`src/rtl/wb_stage_pkg.sv`:
```
// Shared definitions for the writeback stage: bus lengths, exc bit-field
// layout of the MEM->WB payload, and exception codes.
package wb_stage_pkg;

    localparam int MS2WS_LEN = 114;   // {pc[31:0], exc[81:0]}
    localparam int MS_RF_LEN = 39;    // {csr_re, rf_we, rf_waddr[4:0], rf_wdata[31:0]}
    localparam int WS_RF_LEN = 38;    // {rf_we, rf_waddr[4:0], rf_wdata[31:0]}

    // exc bit-field positions inside ms2ws_bus[81:0]
    localparam int EXC_CSR_NUM_HI   = 81;
    localparam int EXC_CSR_NUM_LO   = 68;
    localparam int EXC_CSR_WMASK_HI = 67;
    localparam int EXC_CSR_WMASK_LO = 36;
    localparam int EXC_CSR_WVAL_HI  = 35;
    localparam int EXC_CSR_WVAL_LO  = 4;
    localparam int EXC_CSR_WE       = 3;
    localparam int EXC_SYSCALL      = 2;
    localparam int EXC_ERTN         = 1;
    localparam int EXC_RSVD         = 0;

    // Exception codes
    localparam logic [5:0] ECODE_INT = 6'h00;
    localparam logic [5:0] ECODE_ADE = 6'h08;
    localparam logic [5:0] ECODE_ALE = 6'h09;
    localparam logic [5:0] ECODE_SYS = 6'h0B;
    localparam logic [5:0] ECODE_BRK = 6'h0C;
    localparam logic [5:0] ECODE_INE = 6'h0D;

    // Ecode committed for syscall unless the stage overrides it
    localparam logic [5:0] SYS_ECODE_DEFAULT = ECODE_SYS;

    // Structured view of exc[81:0]; field order matches the bit-field constants
    typedef struct packed {
        logic [13:0] csr_num;
        logic [31:0] csr_wmask;
        logic [31:0] csr_wvalue;
        logic        csr_we;
        logic        syscall;
        logic        ertn;
        logic        rsvd;
    } exc_t;

endpackage

```
`src/rtl/wb_stage.sv`:
```
// Writeback stage: latches the MEM->WB beat, commits regfile/CSR writes,
// raises the pipeline flush for syscall/ertn, and forwards the writeback
// result to ID. Optional macro WB_DEBUG_TRACE_EN adds debug trace outputs.
module wb_stage
    import wb_stage_pkg::*;
#(
    parameter int         PC_W      = 32,
    parameter int         EXC_W     = 82,
    parameter logic [5:0] SYS_ECODE = SYS_ECODE_DEFAULT
) (
    input  logic                  clk,
    input  logic                  resetn,
    output logic                  ws_allowin,
    input  logic                  ms2ws_valid,
    input  logic [PC_W+EXC_W-1:0] ms2ws_bus,
    input  logic [PC_W+6:0]       ms_rf_zip,
    output logic                  rf_we,
    output logic [4:0]            rf_waddr,
    output logic [PC_W-1:0]       rf_wdata,
    output logic                  csr_re,
    output logic [13:0]           csr_num,
    input  logic [31:0]           csr_rvalue,
    output logic                  csr_we,
    output logic [31:0]           csr_wmask,
    output logic [31:0]           csr_wvalue,
    output logic                  wb_ex,
    output logic [5:0]            wb_ecode,
    output logic [PC_W-1:0]       wb_pc,
    output logic                  ertn_flush,
    output logic [PC_W+5:0]       ws_rf_zip
`ifdef WB_DEBUG_TRACE_EN
    ,
    output logic [PC_W-1:0]       debug_wb_pc,
    output logic [3:0]            debug_wb_rf_we,
    output logic [4:0]            debug_wb_rf_wnum,
    output logic [PC_W-1:0]       debug_wb_rf_wdata
`endif
);

    // Handshake / control
    logic ws_ready_go;
    logic ws_valid_q, ws_valid_d;
    logic accept;
    logic ex, ertn, flush;

    // Latched payload
    logic [PC_W-1:0] pc_q;
    logic [13:0]     csr_num_q;
    logic [31:0]     csr_wmask_q;
    logic [31:0]     csr_wvalue_q;
    logic            csr_we_q;
    logic            syscall_q;
    logic            ertn_q;
    logic            csr_re_q;
    logic            rf_we_q;
    logic [4:0]      rf_waddr_q;
    logic [PC_W-1:0] rf_wdata_q;

    // Decoded view of the incoming beat
    exc_t            exc_in;
    logic [PC_W-1:0] ms_pc;
    logic            unused_exc_rsvd;

    assign exc_in          = exc_t'(ms2ws_bus[EXC_W-1:0]);
    assign ms_pc           = ms2ws_bus[PC_W+EXC_W-1 -: PC_W];
    assign unused_exc_rsvd = exc_in.rsvd;

    // WB always completes in its single cycle, so it can always take a new beat
    assign ws_ready_go = 1'b1;
    assign ws_allowin  = ~ws_valid_q | ws_ready_go;
    assign accept      = ms2ws_valid & ws_allowin;

    // syscall wins over ertn when both are set on one instruction
    assign ex    = ws_valid_q & syscall_q;
    assign ertn  = ws_valid_q & ertn_q & ~syscall_q;
    assign flush = ex | ertn;

    // Next-state for ws_valid: a committing flush empties WB ahead of any new beat
    always_comb begin
        // NOTE: every always_comb output gets a default first so no path leaves it unassigned (no latch).
        ws_valid_d = ws_valid_q;
        if (flush) begin
            ws_valid_d = 1'b0;
        end else if (ws_allowin) begin
            ws_valid_d = ms2ws_valid;
        end
    end

    // Valid register with synchronous active-low reset
    always_ff @(posedge clk) begin
        // NOTE: sequential state uses non-blocking (<=) so all flops update from pre-edge values.
        if (!resetn) begin
            ws_valid_q <= 1'b0;
        end else begin
            ws_valid_q <= ws_valid_d;
        end
    end

    // Payload registers: capture on accept, hold otherwise
    always_ff @(posedge clk) begin
        // NOTE: payload is reset too, because csr_num/wmask/wvalue and wb_pc pass through ungated and must read 0 after reset.
        if (!resetn) begin
            pc_q         <= '0;
            csr_num_q    <= '0;
            csr_wmask_q  <= '0;
            csr_wvalue_q <= '0;
            csr_we_q     <= 1'b0;
            syscall_q    <= 1'b0;
            ertn_q       <= 1'b0;
            csr_re_q     <= 1'b0;
            rf_we_q      <= 1'b0;
            rf_waddr_q   <= '0;
            rf_wdata_q   <= '0;
        end else if (accept) begin
            pc_q         <= ms_pc;
            csr_num_q    <= exc_in.csr_num;
            csr_wmask_q  <= exc_in.csr_wmask;
            csr_wvalue_q <= exc_in.csr_wvalue;
            csr_we_q     <= exc_in.csr_we;
            syscall_q    <= exc_in.syscall;
            ertn_q       <= exc_in.ertn;
            csr_re_q     <= ms_rf_zip[PC_W+6];
            rf_we_q      <= ms_rf_zip[PC_W+5];
            rf_waddr_q   <= ms_rf_zip[PC_W+4:PC_W];
            rf_wdata_q   <= ms_rf_zip[PC_W-1:0];
        end
    end

    // Architectural commit: an excepting instruction writes neither regfile nor CSR
    assign rf_we    = ws_valid_q & rf_we_q & ~ex;
    assign rf_waddr = rf_waddr_q;
    assign rf_wdata = csr_re_q ? csr_rvalue : rf_wdata_q;

    // CSR access; csrxchg reads the old value and writes the new one on the same edge
    assign csr_re     = ws_valid_q & csr_re_q;
    assign csr_we     = ws_valid_q & csr_we_q & ~ex;
    assign csr_num    = csr_num_q;
    assign csr_wmask  = csr_wmask_q;
    assign csr_wvalue = csr_wvalue_q;

    // Pipeline-wide flush signals
    assign wb_ex      = ex;
    assign wb_ecode   = ex ? SYS_ECODE : 6'h00;
    assign wb_pc      = pc_q;
    assign ertn_flush = ertn;

    // Forwarding bundle to ID carries the final (possibly CSR-sourced) data
    assign ws_rf_zip = {ws_valid_q & rf_we_q, rf_waddr_q, rf_wdata};

`ifdef WB_DEBUG_TRACE_EN
    // Commit trace mirrors
    assign debug_wb_pc       = pc_q;
    assign debug_wb_rf_we    = {4{rf_we}};
    assign debug_wb_rf_wnum  = rf_waddr;
    assign debug_wb_rf_wdata = rf_wdata;
`endif

endmodule

```
`config.mk`:
```
export PLATFORM = sky130hd
export DESIGN_NAME = wb_stage
export DESIGN_NICKNAME = d
export VERILOG_FILES = /design/src/rtl/wb_stage_pkg.sv /design/src/rtl/wb_stage.sv
export SDC_FILE = /design/constraint.sdc
export NUM_CORES = 1
export LEC_CHECK = 0
export BUFFER_PORTS_ARGS = -buffer_cell sky130_fd_sc_hd__buf_4
export CAP_MARGIN = 20
export CORE_AREA = 5 5 146 148
export CTS_CLUSTER_DIAMETER = 150
export DETAILED_ROUTE_END_ITERATION = 7
export DIE_AREA = 0 0 151 153
export GPL_TIMING_DRIVEN = 0
export PLACE_DENSITY = 0.66
export SETUP_SLACK_MARGIN = 0.3
export SLEW_MARGIN = 0
export SYNTH_ARGS = -nofsm -noshare
export SYNTH_HDL_FRONTEND = slang
export SYNTH_SLANG_ARGS = --single-unit
export TNS_END_PERCENT = 30
```
`constraint.sdc`:
```
create_clock -name clk -period 1.4 [get_ports clk]
set_input_delay 0.21 -clock clk [delete_from_list [all_inputs] [get_ports clk]]
set_output_delay 0.21 -clock clk [all_outputs]
set_load 0.02 [all_outputs]
```
## Word-level counts from Yosys, hierarchy flattened

Cells that the tools add are included.

| storage, ports and cells | value |
|---|---|
| flip-flop bits (word level) | 153 |
| bits in latches | 0 |
| RAM bits | 0 |
| ROM bits | 0 |
| input bits | 188 |
| word-level logic and storage cells | 27 |
| memories | 0 |

| cells by class | value |
|---|---|
| add/sub/neg operators | 0 |
| multiply operators | 0 |
| divide/modulo/power cells | 0 |
| magnitude comparators | 0 |
| equality and inequality tests | 0 |
| shift operators | 0 |
| multiplexer cells | 2 |
| bitwise gates (word level) | 12 |
| reduce and logical (&&, ||, !) cells | 1 |

Operators with widths:

| operator | count |
|---|---|
| 32-bit two-way mux | 1 |
| 1-bit bitwise AND | 8 |
| 4-bit two-way mux | 1 |
| 1-bit NOT | 3 |
| 2-bit OR reduction | 1 |
| 1-bit OR | 1 |

## Longest topological paths before layout

Gate-level depths: netlist (run 1).

| depth | value |
|---|---|
| word-level depth | 4 |
| depth in mapped cells | 5 |
| gate-level depth less buffers | 2 |

## Worst setup path after synthesis (run 1)

No wires, ideal clock.

| timing | value |
|---|---|
| kind | reg-to-output |
| start | register csr_re_q |
| end | output ws_rf_zip[10] |
| arrival time | 1.226 ns |
| required time | 1.190 ns |
| path slack | -0.036 ns |
| cell stages (with the launch flop) | 5 |
| buffers on the path | 3 |
| path through | dfxtp_1 -> buf_2 -> buf_2 -> mux2_2 -> buf_4 |

| between the ends | value |
|---|---|
| word-level cells in the longest chain between the ends | 1 |

Ends and longest elaborated chain:

| element | RTL line | RTL |
|---|---|---|
| start, declared | wb_stage.sv:54 | `logic csr_re_q;` |
| start signal, assigned | wb_stage.sv:122 | `csr_re_q <= ms_rf_zip[PC_W+6];` |
| 32-bit two-way mux | wb_stage.sv:132 | `assign rf_wdata = csr_re_q ? csr_rvalue : rf_wdata_q;` |
| end, declared | wb_stage.sv:30 | `output logic [PC_W+5:0] ws_rf_zip` |

Every way passes these cells.

## Worst setup path after layout (run 1)

| timing | value |
|---|---|
| start | register csr_re_q |
| end | output ws_rf_zip[8] |

Same word-level chain as after synthesis.

==> metrics list, run 1 <==
- The global routing stage identified its most utilized layer as met2.
- After Yosys synthesis, full adders, half adders and majority gates account for 0% of the synthesized area.
* Total instance count after detailed placement: 1231
- For this run, the share of the core covered by cells in the final layout is 57.9%.
* Die footprint: ~0.023 mm2
- The initial antenna violation count was 0.
- Final worst-path cycle share: 132%
- Wire length of the first global-routing pass: ~34000 um
* Fraction of power spent switching nets: 28.4%
- Final net count: between 1000 and 1500
- Total number of yosys warnings: 0
- Vias/cell: 4.28
- Once placement finished, the instance area stood at around 0.010 mm2.
* Cell area after synthesis: between 0.006 and 0.007 mm2
* Average wire length per cell after detail routing: approximately 18 um
- The via count of the first global-routing pass was 5826.
* Final Skew: between 0.0005 and 0.0006 ns
- The congestion estimate from routability-driven global placement came to between 0.7 and 0.8.
* Crit path arrival time: roughly 1.6 ns
- Length in cells of the worst reg-to-reg path: 4
- Core Footprint: around 0.02 mm2
* Crit path time final: 1.84 ns
* Area Growth Syn to Fin: 76.4%
- Horizontal die dimension: 151 um
- Kind of path behind the tightest hold check: input pin to flop
* Clk_lat worst skew: between 0.4 and 0.5 ns
* Compound-Gate Fraction of Synth Area: 0.0766%
- FF-to-FF Start: csr_re_q
* Post-route DRC: 0
* Pin count of the biggest net entering global routing: 17
- Global routing finished with a remaining overflow of 0.
- Summing over every cut layer, the via total after detailed routing is between 5000 and 6000.
- Number of flip-flops and latches in the synthesized netlist: ~150
* Global routing met1 resource utilization: 19.8%
* Area share of xor/xnor cells in the synthesized design: 0%
- The tree built by TritonCTS fans out to about 150 sinks.
* EDFF count, synth: 0
- CP Capture Type: output pin
* Number of core rows: 52
- The slowest stage of the critical path belongs to the cell dfxtp_2.
* CTS H-tree lvls: 4
- The flow ran to the end, but the final reports show violations.
- Counting every instance in the synthesized netlist gives slightly below 600.
- Total area of sequential cells: approximately 0.0032 mm2
- Number of inserted diodes: 0
- Counting the buffers created by CTS gives 17.
* Hold endpoint: wb_pc[0]
- Global routing used 9.42% of the available met3 tracks.
* Total Power Consumption: around 12 mW
- Counting flops with an async set or reset pin after synthesis yields a share of 0%.
- The number of hold buffers added after CTS was 0.
- Power density normalized to cell area: between 1000 and 1500 mW/mm2
* Worst hold path depth: 3
- Maximum fanout count along the critical path: 10
- For this design the top-level I/O count stands at roughly 390.
- The number of failing hold endpoints at the final stage came to 0.
- Data required time at the worst endpoint: about 1.2 ns
* Part of the power in the clock network: 36.9%
* Hold Crit Start: ms2ws_bus[82]
- Among all flip-flop cells after synthesis, the most frequent one is dfxtp_1.
- Share of total power in sequential cells: slightly below 40%
- VDD sags by at most about 0.76 mV.
- In this run the critical register-to-register path is captured at csr_re_q.
- Setup slack on the critical path of the routed design comes to -0.442 ns.
* Internal power summed over all cells: roughly 8.8 mW
* Detailed Place HPWL: ~18000 um
- During placement, the flow inserted port buffers numbering ~380.
* Fin. max-slew vios: 0
- TritonCTS built the clock tree.
* Unrepaired setup endpoints after global routing: true
- The biggest area contributor in the post-synthesis netlist is dfxtp_1.
- Antenna violation net count after detailed routing: 0
* Starting Density: 32.8%
* Maximum clock frequency: 0.543 GHz
- Across all register-to-register paths, the minimum setup slack is around 0.5 ns.
- The checks that failed: setup timing.
- The finished layout holds between 1000 and 1500 standard cells, fillers aside.
- Ordered cell list for the critical path: buf_12, buf_12, mux2_4, buf_6, buf_6
- Routing usage on met2: between 30% and 40%
- Summed over all cells, the static leakage comes to about 5.5 nW.
- The clock passes through at most 2 buffers.
* Portion of synthesized cell area occupied by the leading cell type: 46.9%
* Fill cell instance count of the final layout: between 1500 and 2000
- Fraction of final layout cells sized beyond drive strength 1: between 60% and 70%
* Mean post-synth cell area: about 11 um2
- Post-route cell area: ~0.012 mm2
- Largest family of logic cells by synthesized area: multiplexers
* GRT Util Overall: 18.9%
- DRT Wirelength: approximately 23000 um
- The analysis attributes to net switching a power of 3.48 mW.
- Delay of the slowest cell on the worst path: around 0.35 ns
- Top cells by area, synth: dfxtp_1, mux2i_1, nor2b_1, buf_4, mux2_2
* Place WS: -0.123 ns
- After synthesis, the netlist uses 12 different library cells.
- Initial DRC Count: 117
- Number of max-cap violations: 0
- The synthesized netlist devotes 15.3% of its cell area to simple gates.
- Type of the worst setup path: flop to output pin
- The first detailed-routing pass ran for 4 iterations.
- Per report_power, the combinational group accounts for a little under a quarter of the total.
- Buffer cell driving the clock tree root: clkbuf_16
* Chip Height: approximately 150 um
- Summing all multi-input logic gate instances after layout gives ~0.003 mm2.
* Fraction of the yosys area taken by sequential cells: 46.9%
* Number of setup violations in the final report: 70
- STA classifies the critical path startpoint as a flop.
- Synth top cells by count: dfxtp_1, nor2b_1, mux2i_1
- Clock-pin slew was measured on the worst setup and hold paths at around 0.070 ns.
* Multiplexer area fraction after synthesis: 28.8%
routing by layer:
metal / vias to the layer above / part of all wire [%]
met5: - / 0
met3: 25 / 12
met2: 246 / 50
li1: 2683 / -
met4: 0 / 1.7
met1: 2465 / 36
timing repair:
action                     CTS  global route
setup endpoints to repair  193           201
pin swaps                    1             1
buffers inserted             2             0
resized for setup          320            13
hold endpoints to repair     0             0
cloned                       1             0
cell usage in the layout, fill, tap and decap left out, types with 2 or more instances in the layout:
cell type,synthesis,layout
buf_6,8,231
buf_4,53,209
mux2i_1,152,152
nor2b_1,153,152
dfxtp_2,0,112
dfxtp_1,153,35
mux2_4,0,31
clkbuf_16,0,17
clkbuf_1,15,14
dfxtp_4,0,6
inv_6,0,5
buf_12,0,4
conb_1,2,4
and2_1,6,3
and2_4,0,3
clkinv_4,0,3
inv_8,0,3
buf_2,6,2
clkbuf_8,0,2
flip-flops by register name (all words and copies together) (netlist names), 5 cells and up:
signal	count
csr_num	14
wb_pc	32
csr_wvalue	32
rf_wdata_q	32
rf_waddr	5
csr_wmask	32
worst max-delay path: cells and delay by family, from the launching register on:
family   cells  cell delay (ns)
buf+inv      4             0.54
flops        1             0.35
mux          1             0.32
worst max-delay path by stage:
stage               startpoint             end  slack [ns]  depth (start not counted)
global route          csr_re_q   ws_rf_zip[10]       -0.50                          5
CTS                   csr_re_q   ws_rf_zip[30]       -0.46                          5
finish                csr_re_q    ws_rf_zip[8]       -0.44                          5
global placement        resetn  csr_wvalue[29]       -0.11                          4
floorplan             csr_re_q   ws_rf_zip[10]        0.13                          4
detailed placement      resetn    csr_wmask[0]       -0.12                          4
cells by family (layout without fill, tap and decap cells):
family          after synthesis  in the layout
mux                         184            184
simple gates                160            160
flops                       153            153
buf+inv                      82            494
other cells                   2              4
compound gates                1              1
power groups by stage:
stage / registers, mW / logic [mW] / clock network (mW)
4_1_cts: 4.83 / 2.92 / 4.62
5_1_grt: 4.86 / 3.08 / 4.85
6_report: 4.83 / 2.90 / 4.51
3_5_place_dp: 4.85 / 2.64 / 0
2_1_floorplan: 5.07 / 1.22 / 0
3_3_place_gp: 4.85 / 2.62 / 0
per-stage QoR:
stage | hold slack (ns) | setup TNS [ns]
3_5_place_dp | 0.473 | -2.21
6_report | 0.0464 | -23.70
5_1_grt | 0.0304 | -27.97
3_3_place_gp | 0.464 | -1.82
4_1_cts | 0.0214 | -25.54
2_1_floorplan | 0.379 | 0
layout make-up:
class / count / share of cell area, %
tap: 270 / 2.93
multi-input combinational: 349 / 26.3
timing repair buffer: 380 / 31.0
sequential: 153 / 28.0
clock buffer: 19 / 3.93
clock inverter: 13 / 1.11
buffer: 82 / 6.69
Power figures use the tool's default switching activity.
==> run 2, diff against run 1 <==
--- a/config.mk
+++ b/config.mk
@@ -13,6 +13,7 @@
 export DIE_AREA = 0 0 151 153
 export GPL_TIMING_DRIVEN = 0
 export PLACE_DENSITY = 0.66
+export RECOVER_POWER = 50
 export SETUP_SLACK_MARGIN = 0.3
 export SLEW_MARGIN = 0
 export SYNTH_ARGS = -nofsm -noshare
==> metrics list, run 2 (synthesized netlist as in run 1, its figures left out) <==
- Pin count of the biggest net entering global routing: 17 (unchanged)
- Buffer cell driving the clock tree root: clkbuf_16
- The arrival time of data at the critical path endpoint was 1.63 ns (about the same).
* Length in cells of the worst reg-to-reg path: 4 (unchanged)
* Most frequent standard cell in the layout excluding fill and tap cells: buf_6
- The initial antenna violation count came to 0 (unchanged).
* Final Skew: 0.000519 ns (unchanged)
- Initial DRC Count: 117 (unchanged)
- Fin. max-slew vios: 0 (unchanged)
- The number of placement rows came to 52 (unchanged).
- The CTS buffer count was 17 (unchanged).
- The detailed-placement wirelength estimate came to 17600 um (unchanged).
- Wire length of the first global-routing pass: 33700 um (unchanged)
* Top library cells by usage in the layout, fill and taps aside: buf_6, buf_4, mux2i_1, nor2b_1, dfxtp_2
- The aggregate global-route resource usage was 18.9% (unchanged).
- The relative contribution of sequential cells to total power came to 39.5% (about the same).
- The number of clock sinks is 153 (unchanged).
* Final net count: 1171 (unchanged)
- The number of antenna cells inserted came to 0 (unchanged).
- Final worst-path cycle share: 132% (unchanged)
* Total grt overflow: 0 (unchanged)
- The utilization after layout is 57.9% (about the same).
- The part of the power in the clock network came to 36.9% (about the same).
- Startpoint type of the worst setup path: flop
* Failing checks: setup timing
- The total internal power was 8.77 mW (about the same).
- In this run the tightest slew margin relative to its limit is 58.0%.
* Die footprint: 0.0231 mm2 (unchanged)
* Clk_lat worst skew: 0.41 ns (about the same)
- The maximum count of clock buffers along a single path was 2 (unchanged).
- The count of vias placed by the detailed router was 5419 (unchanged).
- The final weighted congestion of routability-driven global placement was 0.763 (unchanged).
* Maximum clock frequency: 0.543 GHz (unchanged)
- Number of setup violations in the final report: 72 (+2.9%)
* CP Capture Type: output pin
* Horizontal die dimension: 151 um (unchanged)
- Non-filler cells, final: 1266 (unchanged)
* Max IR drop VDD: 0.761 mV (about the same)
* Multi-input combinational cell area: 0.00303 mm2 (unchanged)
* Final sum of negative setup slack: -23.73 ns (-0.0320 ns)
- Fin Hold WS: 0.0464 ns (unchanged)
- Crit path time final: 1.84 ns (unchanged)
- Antenna violation net count after detailed routing: 0 (unchanged)
- The final worst slack was -0.442 ns (unchanged).
* Hold endpoint: wb_pc[0]
* Starting Density: 32.8% (unchanged)
* Top-level I/O count: 385 (unchanged)
- Total Power Consumption: 12.2 mW (about the same)
* Fraction of final layout cells sized beyond drive strength 1: 63.5% (-0.20 points)
- Reg-to-reg critical path endpoint: csr_re_q
- The total placed cells including tap cells is 1231 (unchanged).
* Kind of path behind the tightest hold check: input pin to flop
- The via count normalized by instance count came to 4.28 (unchanged).
* Maximum fanout count along the critical path: 10 (unchanged)
- The CTS H-tree depth is 4 (unchanged).
* Psw: 3.48 mW (about the same)
* Fraction of power consumed by combinational cells: 23.7% (about the same)
- Post-route DRC: 0 (unchanged)
- Area Growth Syn to Fin: 76.4% (about the same)
* Worst Tran Pin Value: approximately 0.63 ns
* Type of the worst setup path: flop to output pin
- The count of buffers from port buffering is 377 (unchanged).
- The iteration count of the initial detailed-routing pass is 4 (unchanged).
- Data required time at the worst endpoint: 1.19 ns (about the same)
- Chip Height: 153 um (unchanged)
* Worst hold path depth: 3 (unchanged)
- TritonCTS built the clock tree.
- Fraction of power spent switching nets: 28.4% (about the same)
- The worst register-to-register path begins at csr_re_q.
* Number of hold-slack violations in the final timing report: 0 (unchanged)
* Average wire length per cell after detail routing: 17.8 um (about the same)
* Flop-to-flop setup slack: 0.49 ns (about the same)
- The clock transition at the registers of the reported paths came to 0.07 ns (about the same).
- The count of max-cap constraint violations was 0 (unchanged).
- Total area of sequential cells: 0.00323 mm2 (unchanged)
- The fill cell total of the finished layout was 1749 (+0.057%).
- The core box area came to 0.0199 mm2 (unchanged).
- The total routed wirelength came to 22500 um (about the same).
* Standby leakage power: 5.51 nW (about the same)
- The power density over the cells was 1060 mW/mm2 (about the same).
- Vias in the first global route: 5826 (unchanged)
- Result of the run: finished with violations
- Unrepaired setup endpoints after global routing: true
- # hold bufs at CTS: 0 (unchanged)
- In this run the most critical hold path is launched from ms2ws_bus[82].
run 2: changes by cell type in the layout (fill, tap and decap cells not counted), sizes merged:
| cell | previous run | this run |
|---|---|---|
| clkbuf | 34 | 36 |
| buf | 447 | 445 |
run 2: layout make-up:
type,instances,area share (%)
well taps,270,2.93
plain buffers,82,6.67
multi-input cells,349,26.3
clock buffers,19,3.93
repair buffers,380,31.0
flip-flops and latches,153,28.0
clock inverters,13,1.11
run 2: worst max path at each step:
stage                         from              to  slack, ns  cells after the start
final                     csr_re_q    ws_rf_zip[8]      -0.44                      5
after global routing      csr_re_q   ws_rf_zip[10]      -0.50                      5
after CTS                 csr_re_q   ws_rf_zip[30]      -0.46                      5
after detailed placement    resetn    csr_wmask[0]      -0.12                      4
after global placement      resetn  csr_wvalue[29]      -0.11                      4
after floorplan           csr_re_q   ws_rf_zip[10]       0.13                      4
run 2: worst max-delay path: stages, from the launching register on:
cell and delay (ns):
dfxtp_2 0.35, buf_12 0.14, buf_12 0.15, mux2_4 0.32, buf_6 0.13, buf_6 0.12
run 2: what timing repair did:
| action | CTS | global route |
|---|---|---|
| pin swaps | 1 | 1 |
| resized for setup | 320 | 13 |
| endpoints found under the hold margin | 0 | 0 |
| endpoints found under the setup margin | 193 | 201 |
| gates cloned | 1 | 0 |
| buffers inserted | 2 | 0 |
run 2: layer usage:
layer  vias to the layer above  wire, um  part of all wire, %  GRT usage [%]
met3                        25      2660                   12           9.42
met1                      2465      8170                   36           19.8
li1                       2683         -                    -              -
met5                         -         0                    0              0
met2                       246     11300                   50           33.3
met4                         0       393                  1.7           5.05
run 2: per-stage QoR:
step | area, um2 | setup WS, ns
global route | 11500 | -0.502
detailed placement | 9960 | -0.123
CTS | 11500 | -0.464
floorplan | 6800 | 0.127
finish | 11500 | -0.442
global placement | 9960 | -0.106
run 2: power by group through the flow:
stage	logic, mW	clock network [mW]	registers (mW)
after floorplan	1.22	0	5.07
after global placement	2.62	0	4.85
after detailed placement	2.64	0	4.85
after CTS	2.92	4.62	4.83
after global routing	3.08	4.85	4.86
final	2.90	4.51	4.83
